$ cat src/rtl/display_scheduler_if.sv
// Bus between the metronome control logic and the display scheduler.
// master drives requests and live BPM; slave (the scheduler) drives display and commit outputs.
interface display_scheduler_if;
  logic        key_req;
  logic [3:0]  key_val;
  logic        msg_req;
  logic [1:0]  msg_code;
  logic [11:0] bpm_bcd;
  logic        beat;
  logic [3:0]  dig_hi;
  logic [3:0]  dig_mid;
  logic [3:0]  dig_lo;
  logic [1:0]  seg_mode;
  logic [1:0]  msg_out;
  logic [1:0]  owner;
  logic        set_valid;
  logic [11:0] set_bcd;

  modport master (
    output key_req, key_val, msg_req, msg_code, bpm_bcd, beat,
    input  dig_hi, dig_mid, dig_lo, seg_mode, msg_out, owner, set_valid, set_bcd
  );

  modport slave (
    input  key_req, key_val, msg_req, msg_code, bpm_bcd, beat,
    output dig_hi, dig_mid, dig_lo, seg_mode, msg_out, owner, set_valid, set_bcd
  );
endinterface

$ cat src/rtl/display_scheduler.sv
// Display-ownership scheduler (KEY > MSG > BPM) with keypad BPM entry buffer.
// Optional beat blinking of the BPM readout is enabled by defining DISP_SCHED_BLINK_EN.
module display_scheduler #(
  parameter int HOLD_KEY     = 100_000_000,
  parameter int HOLD_MSG     = 50_000_000,
  parameter int BLINK_CYCLES = 10_000_000,
  parameter int CNT_W        = 27
) (
  input  logic clk,
  input  logic rst,
  display_scheduler_if.slave bus
);

  typedef enum logic [1:0] {ST_BPM = 2'b00, ST_KEY = 2'b01, ST_MSG = 2'b10} stateT;

  localparam logic [1:0] MODE_DIGITS = 2'b00;
  localparam logic [1:0] MODE_MSG    = 2'b01;
  localparam logic [1:0] MODE_DASH   = 2'b10;
  // Counters expire when they reach zero, so loading N-1 gives exactly N cycles of ownership.
  localparam logic [CNT_W-1:0] KEY_LOAD = CNT_W'(HOLD_KEY - 1);
  localparam logic [CNT_W-1:0] MSG_LOAD = CNT_W'(HOLD_MSG - 1);

  stateT            stateReg, stateNext;
  logic [CNT_W-1:0] holdReg, holdNext;
  logic [1:0]       codeReg, codeNext;
  logic             pendReg, pendNext;
  logic [1:0]       pendCodeReg, pendCodeNext;
  logic [3:0]       bufHiReg, bufHiNext, bufMidReg, bufMidNext, bufLoReg, bufLoNext;
  logic [1:0]       bufCntReg, bufCntNext;
  logic             setPulseReg, setPulseNext;
  logic [11:0]      setBcdReg, setBcdNext;

  logic [3:0]  digHiReg, digHiNext, digMidReg, digMidNext, digLoReg, digLoNext;
  logic [1:0]  segModeReg, segModeNext, msgOutReg, msgOutNext, ownerReg, ownerNext;
  logic        setValidReg, setValidNext;
  logic [11:0] setBcdOutReg, setBcdOutNext;

  logic       keyDigit, keyEnter, keyClear, keyAccept, commit;
  logic       pendEff;
  logic [1:0] pendCodeEff;
  logic [11:0] entryBcd;
  logic [1:0] bpmMode;

  assign keyDigit  = bus.key_req && (bus.key_val <= 4'd9);
  assign keyEnter  = bus.key_req && (bus.key_val == 4'hE);
  assign keyClear  = bus.key_req && (bus.key_val == 4'hF);
  assign keyAccept = keyDigit || keyEnter || keyClear;
  assign commit    = keyEnter && (bufCntReg != 2'd0);

`ifdef DISP_SCHED_BLINK_EN
  logic [CNT_W-1:0] blinkReg, blinkNext;

  always_comb begin
    blinkNext = blinkReg;
    if (bus.beat) begin
      blinkNext = CNT_W'(BLINK_CYCLES);
    end else if (blinkReg != '0) begin
      blinkNext = blinkReg - 1'b1;
    end
  end

  always_ff @(posedge clk) begin
    if (rst) begin
      blinkReg <= '0;
    end else begin
      blinkReg <= blinkNext;
    end
  end

  assign bpmMode = (blinkReg != '0) ? MODE_DIGITS : MODE_DASH;
`else
  logic unusedBeat;
  assign unusedBeat = bus.beat;
  assign bpmMode    = MODE_DIGITS;
`endif

  always_comb begin
    case (bufCntReg)
      2'd1:    entryBcd = {8'h00, bufLoReg};
      2'd2:    entryBcd = {4'h0, bufMidReg, bufLoReg};
      2'd3:    entryBcd = {bufHiReg, bufMidReg, bufLoReg};
      default: entryBcd = 12'h000;
    endcase
  end

  // Next-state logic: FSM, hold counter, pending message and entry buffer.
  always_comb begin
    stateNext    = stateReg;
    holdNext     = holdReg;
    codeNext     = codeReg;
    pendNext     = pendReg;
    pendCodeNext = pendCodeReg;
    bufHiNext    = bufHiReg;
    bufMidNext   = bufMidReg;
    bufLoNext    = bufLoReg;
    bufCntNext   = bufCntReg;
    setPulseNext = 1'b0;
    setBcdNext   = setBcdReg;

    // A key event preempts the shown message; a message arriving alongside keys waits.
    pendEff     = pendReg;
    pendCodeEff = pendCodeReg;
    if (keyAccept && (stateReg == ST_MSG)) begin
      pendEff     = 1'b1;
      pendCodeEff = codeReg;
    end
    if (bus.msg_req && (keyAccept || (stateReg == ST_KEY))) begin
      pendEff     = 1'b1;
      pendCodeEff = bus.msg_code;
    end

    if (keyDigit) begin
      bufHiNext  = bufMidReg;
      bufMidNext = bufLoReg;
      bufLoNext  = bus.key_val;
      if (bufCntReg != 2'd3) begin
        bufCntNext = bufCntReg + 2'd1;
      end
    end else if (keyClear || commit) begin
      bufHiNext  = 4'h0;
      bufMidNext = 4'h0;
      bufLoNext  = 4'h0;
      bufCntNext = 2'd0;
    end

    if (commit) begin
      setPulseNext = 1'b1;
      setBcdNext   = entryBcd;
      pendNext     = 1'b0;
      if (pendEff) begin
        stateNext = ST_MSG;
        codeNext  = pendCodeEff;
        holdNext  = MSG_LOAD;
      end else begin
        stateNext = ST_BPM;
      end
    end else if (keyAccept) begin
      stateNext    = ST_KEY;
      holdNext     = KEY_LOAD;
      pendNext     = pendEff;
      pendCodeNext = pendCodeEff;
    end else begin
      case (stateReg)
        ST_KEY: begin
          pendNext     = pendEff;
          pendCodeNext = pendCodeEff;
          if (holdReg == '0) begin
            if (pendEff) begin
              stateNext = ST_MSG;
              codeNext  = pendCodeEff;
              holdNext  = MSG_LOAD;
              pendNext  = 1'b0;
            end else begin
              stateNext = ST_BPM;
            end
          end else begin
            holdNext = holdReg - 1'b1;
          end
        end
        ST_MSG: begin
          if (bus.msg_req) begin
            codeNext = bus.msg_code;
            holdNext = MSG_LOAD;
          end else if (holdReg == '0) begin
            stateNext = ST_BPM;
          end else begin
            holdNext = holdReg - 1'b1;
          end
        end
        default: begin
          if (bus.msg_req) begin
            stateNext = ST_MSG;
            codeNext  = bus.msg_code;
            holdNext  = MSG_LOAD;
          end
        end
      endcase
    end
  end

  // Output decode from the current owner; registered below for glitch-free display.
  always_comb begin
    ownerNext     = stateReg;
    segModeNext   = bpmMode;
    msgOutNext    = 2'b00;
    digHiNext     = bus.bpm_bcd[11:8];
    digMidNext    = bus.bpm_bcd[7:4];
    digLoNext     = bus.bpm_bcd[3:0];
    setValidNext  = setPulseReg;
    setBcdOutNext = setBcdReg;
    case (stateReg)
      ST_KEY: begin
        segModeNext = MODE_DIGITS;
        digHiNext   = (bufCntReg == 2'd3) ? bufHiReg : 4'hA;
        digMidNext  = (bufCntReg >= 2'd2) ? bufMidReg : 4'hA;
        digLoNext   = (bufCntReg >= 2'd1) ? bufLoReg : 4'hA;
      end
      ST_MSG: begin
        segModeNext = MODE_MSG;
        msgOutNext  = codeReg;
        digHiNext   = 4'h0;
        digMidNext  = 4'h0;
        digLoNext   = 4'h0;
      end
      default: ;
    endcase
  end

  always_ff @(posedge clk) begin
    if (rst) begin
      stateReg     <= ST_BPM;
      holdReg      <= '0;
      codeReg      <= 2'b00;
      pendReg      <= 1'b0;
      pendCodeReg  <= 2'b00;
      bufHiReg     <= 4'h0;
      bufMidReg    <= 4'h0;
      bufLoReg     <= 4'h0;
      bufCntReg    <= 2'd0;
      setPulseReg  <= 1'b0;
      setBcdReg    <= 12'h000;
      digHiReg     <= 4'h0;
      digMidReg    <= 4'h0;
      digLoReg     <= 4'h0;
      segModeReg   <= MODE_DASH;
      msgOutReg    <= 2'b00;
      ownerReg     <= ST_BPM;
      setValidReg  <= 1'b0;
      setBcdOutReg <= 12'h000;
    end else begin
      stateReg     <= stateNext;
      holdReg      <= holdNext;
      codeReg      <= codeNext;
      pendReg      <= pendNext;
      pendCodeReg  <= pendCodeNext;
      bufHiReg     <= bufHiNext;
      bufMidReg    <= bufMidNext;
      bufLoReg     <= bufLoNext;
      bufCntReg    <= bufCntNext;
      setPulseReg  <= setPulseNext;
      setBcdReg    <= setBcdNext;
      digHiReg     <= digHiNext;
      digMidReg    <= digMidNext;
      digLoReg     <= digLoNext;
      segModeReg   <= segModeNext;
      msgOutReg    <= msgOutNext;
      ownerReg     <= ownerNext;
      setValidReg  <= setValidNext;
      setBcdOutReg <= setBcdOutNext;
    end
  end

  assign bus.dig_hi    = digHiReg;
  assign bus.dig_mid   = digMidReg;
  assign bus.dig_lo    = digLoReg;
  assign bus.seg_mode  = segModeReg;
  assign bus.msg_out   = msgOutReg;
  assign bus.owner     = ownerReg;
  assign bus.set_valid = setValidReg;
  assign bus.set_bcd   = setBcdOutReg;

endmodule

$ cat src/flat_wrapper.sv
// flat-port wrapper written by rule: the top's interface ports become plain ports
module display_scheduler_flat 
#(
  parameter int HOLD_KEY     = 100_000_000,
  parameter int HOLD_MSG     = 50_000_000,
  parameter int BLINK_CYCLES = 10_000_000,
  parameter int CNT_W        = 27
)
  (clk, rst, bus_key_req, bus_key_val, bus_msg_req, bus_msg_code, bus_bpm_bcd, bus_beat, bus_dig_hi, bus_dig_mid, bus_dig_lo, bus_seg_mode, bus_msg_out, bus_owner, bus_set_valid, bus_set_bcd);
  display_scheduler_if bus_i ();
  input  logic clk;
  input  logic rst;
  input wire logic [$bits(bus_i.key_req)-1:0] bus_key_req;
  input wire logic [$bits(bus_i.key_val)-1:0] bus_key_val;
  input wire logic [$bits(bus_i.msg_req)-1:0] bus_msg_req;
  input wire logic [$bits(bus_i.msg_code)-1:0] bus_msg_code;
  input wire logic [$bits(bus_i.bpm_bcd)-1:0] bus_bpm_bcd;
  input wire logic [$bits(bus_i.beat)-1:0] bus_beat;
  output wire logic [$bits(bus_i.dig_hi)-1:0] bus_dig_hi;
  output wire logic [$bits(bus_i.dig_mid)-1:0] bus_dig_mid;
  output wire logic [$bits(bus_i.dig_lo)-1:0] bus_dig_lo;
  output wire logic [$bits(bus_i.seg_mode)-1:0] bus_seg_mode;
  output wire logic [$bits(bus_i.msg_out)-1:0] bus_msg_out;
  output wire logic [$bits(bus_i.owner)-1:0] bus_owner;
  output wire logic [$bits(bus_i.set_valid)-1:0] bus_set_valid;
  output wire logic [$bits(bus_i.set_bcd)-1:0] bus_set_bcd;
  assign bus_i.key_req = bus_key_req;
  assign bus_i.key_val = bus_key_val;
  assign bus_i.msg_req = bus_msg_req;
  assign bus_i.msg_code = bus_msg_code;
  assign bus_i.bpm_bcd = bus_bpm_bcd;
  assign bus_i.beat = bus_beat;
  assign bus_dig_hi = bus_i.dig_hi;
  assign bus_dig_mid = bus_i.dig_mid;
  assign bus_dig_lo = bus_i.dig_lo;
  assign bus_seg_mode = bus_i.seg_mode;
  assign bus_msg_out = bus_i.msg_out;
  assign bus_owner = bus_i.owner;
  assign bus_set_valid = bus_i.set_valid;
  assign bus_set_bcd = bus_i.set_bcd;
  display_scheduler #(.HOLD_KEY(HOLD_KEY), .HOLD_MSG(HOLD_MSG), .BLINK_CYCLES(BLINK_CYCLES), .CNT_W(CNT_W)) u_core (.clk(clk), .rst(rst), .bus(bus_i));
endmodule
$ cat config.mk
export PLATFORM = sky130hd
export DESIGN_NAME = display_scheduler_flat
export DESIGN_NICKNAME = d
export VERILOG_FILES = /design/src/rtl/display_scheduler_if.sv /design/src/rtl/display_scheduler.sv /design/src/flat_wrapper.sv
export SDC_FILE = /design/constraint.sdc
export NUM_CORES = 1
export LEC_CHECK = 0
export CAP_MARGIN = 20
export CELL_PAD_IN_SITES_DETAIL_PLACEMENT = 1
export CELL_PAD_IN_SITES_GLOBAL_PLACEMENT = 2
export CORE_AREA = 3 3 121 123
export CTS_CLUSTER_SIZE = 12
export DETAILED_ROUTE_END_ITERATION = 6
export DIE_AREA = 0 0 124 126
export PLACE_DENSITY_LB_ADDON = 0.05
export SKIP_CTS_REPAIR_TIMING = 1
export SYNTH_ARGS = -nofsm -noshare
export SYNTH_HDL_FRONTEND = slang
export SYNTH_SLANG_ARGS = --single-unit
$ cat constraint.sdc
create_clock -name clk -period 2.45 [get_ports clk]
set_input_delay 0.49 -clock clk [delete_from_list [all_inputs] [get_ports clk]]
set_output_delay 0.49 -clock clk [all_outputs]
set_load 0.01 [all_outputs]
==> results.json <==
{
  "status": "complete, no violations",
  "slew_headroom_pct": 64.4,
  "dr_total_vias": 4517,
  "cts_max_path_buffers": 2,
  "fin_crit_ps": 2340,
  "p_comb_share_pct": 25.3,
  "antenna_found_initial": 0,
  "die_area_um2": 15600,
  "setup_violations": 0,
  "period_share_pct": 95.5,
  "drive_above_1_share_pct": 18.5,
  "antennaDiodeCount": 0,
  "core_um2": 13800,
  "seqCellArea_um2": 1840,
  "hold_path.class": "register to register",
  "rrSetupSlack_ps": 150,
  "fin_util_pct": 44.2,
  "power.internal_w": 0.00279,
  "syn_nets": 583,
  "die_w_um": 124,
  "criticalPathCategory": "input pin to register",
  "max-vdd-ir-drop_v": 0.000344,
  "yosysSeqAreaShare_pct": 39.9,
  "synth.avg_cell_area_um2": 8.37,
  "cts_root_buffer": "clkbuf_16",
  "rsz0062_at_grt": "false",
  "drt_wl_total_um": 15600,
  "power.leakage_nw": 2.30,
  "drv_cap": 0,
  "ys_ff_latch": 92,
  "path_cells": "clkdlybuf4s50_1 > xor2_1 > a21oi_1 > buf_4 > nor2_1 > buf_4 > and2_1 > buf_6 > nor2_1 > a311oi_1",
  "cts_buffers": 9,
  "fillCellCount": 1657,
  "synth_top_flop_cell": "dfxtp_1",
  "cpMaxStageDelayCell": "clkdlybuf4s50_1",
  "slowest_delay_ps": 570,
  "maxSlewViolCount": 0,
  "cts_sinks": 92,
  "die-height_um": 126,
  "grt_max_degree": 26,
  "power_frac_clock_pct": 33.5,
  "crit_buf_inv": 4,
  "firstDrtPassIters": 4,
  "fin_hold_ws_ps": 451,
  "net-switching-power_w": 0.00139,
  "clock_latency_ps": 360,
  "syn_inst": 552,
  "synth-edff-count": 0,
  "tns_ps": 0,
  "first_iter_violations": 262,
  "portBuffers": 52,
  "ios": 54,
  "clk_pin_slew_worst_paths_ps": 70,
  "routabilityCongestion": 0.853,
  "area_delta_synth_final_pct": 31.7,
  "endpoint_kind": "register",
  "drc": 0,
  "critPathArrivalTime_ps": 2610,
  "cts_tree": "done",
  "grt_usage_pct": 20.9,
  "place_inst": 818,
  "htreeDepth": 3,
  "finalNetCount": 681,
  "overflow": 0,
  "wire_per_inst_um": 18.7,
  "async_flop_share_pct": 0,
  "max_freq_mhz": 427,
  "syn-cell-area_um2": 4620,
  "hold_viol_final": 0,
  "multi_input_area_um2": 2570,
  "grt_pass1_vias": 4689,
  "cp_top_family": "buffers and inverters",
  "power.share.sequential_pct": 41.2,
  "tightestPinTransition_ps": 533,
  "yosysWarnings": 0,
  "vias_per_cell": 5.41,
  "fin_worst_skew_ps": 12.8,
  "post-dp-hpwl_um": 11700,
  "grt_pass1_wl_um": 25400,
  "instances_no_fill": 835,
  "critPathLaunchType": "input pin",
  "ys_types": 73,
  "initial_core_util_pct": 33.5,
  "num_rows": 43,
  "required_ps": 2710,
  "powerDensity_nw_per_um2": 687,
  "switching_share_pct": 33.2,
  "ant_nets": 0,
  "path_max_fanout": 7
}
-- cells in the final DEF (no fill, tap or decap), drive strengths merged, types with 4 or more instances in the layout --
cell,instances
dfxtp,92
nor2,72
buf,69
a21oi,57
clkdlybuf4s50,51
nand2,36
o21ai,32
inv,26
nand3,16
nor3,16
nor2b,15
a22oi,14
a31oi,10
clkbuf,9
a22o,8
ha,8
o32ai,7
nor4,7
and2,7
a211oi,6
or3,6
mux2,5
nand2b,5
o211ai,5
nor3b,4
a21o,4
o31ai,4
a21boi,4
a221oi,4
or4,4
nand4,4
-- per-layer routing --
metal | part of all wire, % | track usage, % | vias up
li1 | - | - | 2221
met1 | 51 | 31.1 | 2179
met2 | 42 | 30.1 | 99
met3 | 5.1 | 4.58 | 18
met4 | 1.8 | 6.12 | 0
met5 | 0 | 0 | -
-- synthesized netlist by cell type (all sizes together), types with 4 or more instances --
library cell / number / area, µm²
a211oi: 6 / 45.0
a22o: 8 / 70.1
ha: 8 / 100
nor3b: 4 / 30.0
or3: 6 / 41.3
nor4: 7 / 58.8
a221oi: 4 / 35.0
o21ai: 32 / 175
nor2b: 15 / 93.8
inv: 22 / 82.6
dfxtp: 92 / 1840
and2: 7 / 45.1
o32ai: 7 / 61.3
o31ai: 4 / 30.0
a21oi: 57 / 289
a21boi: 4 / 30.0
a21o: 4 / 30.0
clkbuf: 24 / 90.1
nand4: 4 / 61.3
or4: 4 / 33.8
o211ai: 5 / 37.5
mux2: 5 / 56.3
buf: 9 / 63.8
nand2b: 5 / 31.3
a22oi: 14 / 105
nor3: 16 / 95.1
nand2: 36 / 135
nor2: 72 / 273
nand3: 16 / 80.1
a31oi: 10 / 62.6
-- flip-flops by register name, summed over array words and instances, names as in the netlist, 4 cells and up --
name                  count
u_core.bus.dig_lo         4
u_core.bufLoReg           4
u_core.bus.dig_hi         4
u_core.bus.set_bcd       12
u_core.bufMidReg          4
u_core.setBcdOutNext     12
u_core.holdReg           27
u_core.bus.dig_mid        4
u_core.bufHiReg           4
-- power groups by stage --
stage          clock network, W  logic (W)  registers (W)
4_1_cts                 0.00144    0.00104        0.00172
3_3_place_gp                  0    0.00101        0.00175
5_1_grt                 0.00151    0.00117        0.00174
2_1_floorplan                 0   0.000610        0.00173
6_report                0.00140    0.00106        0.00172
3_5_place_dp                  0    0.00103        0.00175
-- layout make-up --
type                       instances  area share [%]
sequential                        92            30.3
multi-input combinational        405            42.2
inverter                          22            1.36
timing repair buffer             120            17.6
clock inverter                     7            1.13
tap                              180            3.70
clock buffer                       9            3.70
-- worst paths after layout --
kind,end,startpoint,depth (start not counted)
max,u_core.holdReg[4]$_SDFFE_PP0P_,bus_key_val[2],10
min reg2reg,u_core.bus.set_valid$_SDFF_PP0_,u_core.setPulseReg$_SDFF_PP0_,1
min,u_core.bus.set_valid$_SDFF_PP0_,u_core.setPulseReg$_SDFF_PP0_,1
max reg2reg,u_core.holdReg[4]$_SDFFE_PP0P_,u_core.holdReg[0]$_SDFFE_PP0P_,10
-- cells by family after synthesis --
logic type / synth area share [%]
adder cells (fa/ha/maj): 2.17
multiplexers: 1.87
flip-flops: 39.9
AO/OA/AOI/OAI: 26.0
AND/OR/NAND/NOR: 24.2
XOR/XNOR: 0.759
buffers and inverters: 5.12
-- metrics by stage --
stage / total power (W) / setup WS (ps) / cell area (µm²)
after floorplan: 0.00234 / 214 / 4620
after global placement: 0.00276 / -180 / 5750
after detailed placement: 0.00279 / -255 / 5750
after CTS: 0.00421 / 35.2 / 6040
after global routing: 0.00442 / 2.38 / 6080
final: 0.00418 / 109 / 6080
Power figures use the tool's default switching activity.
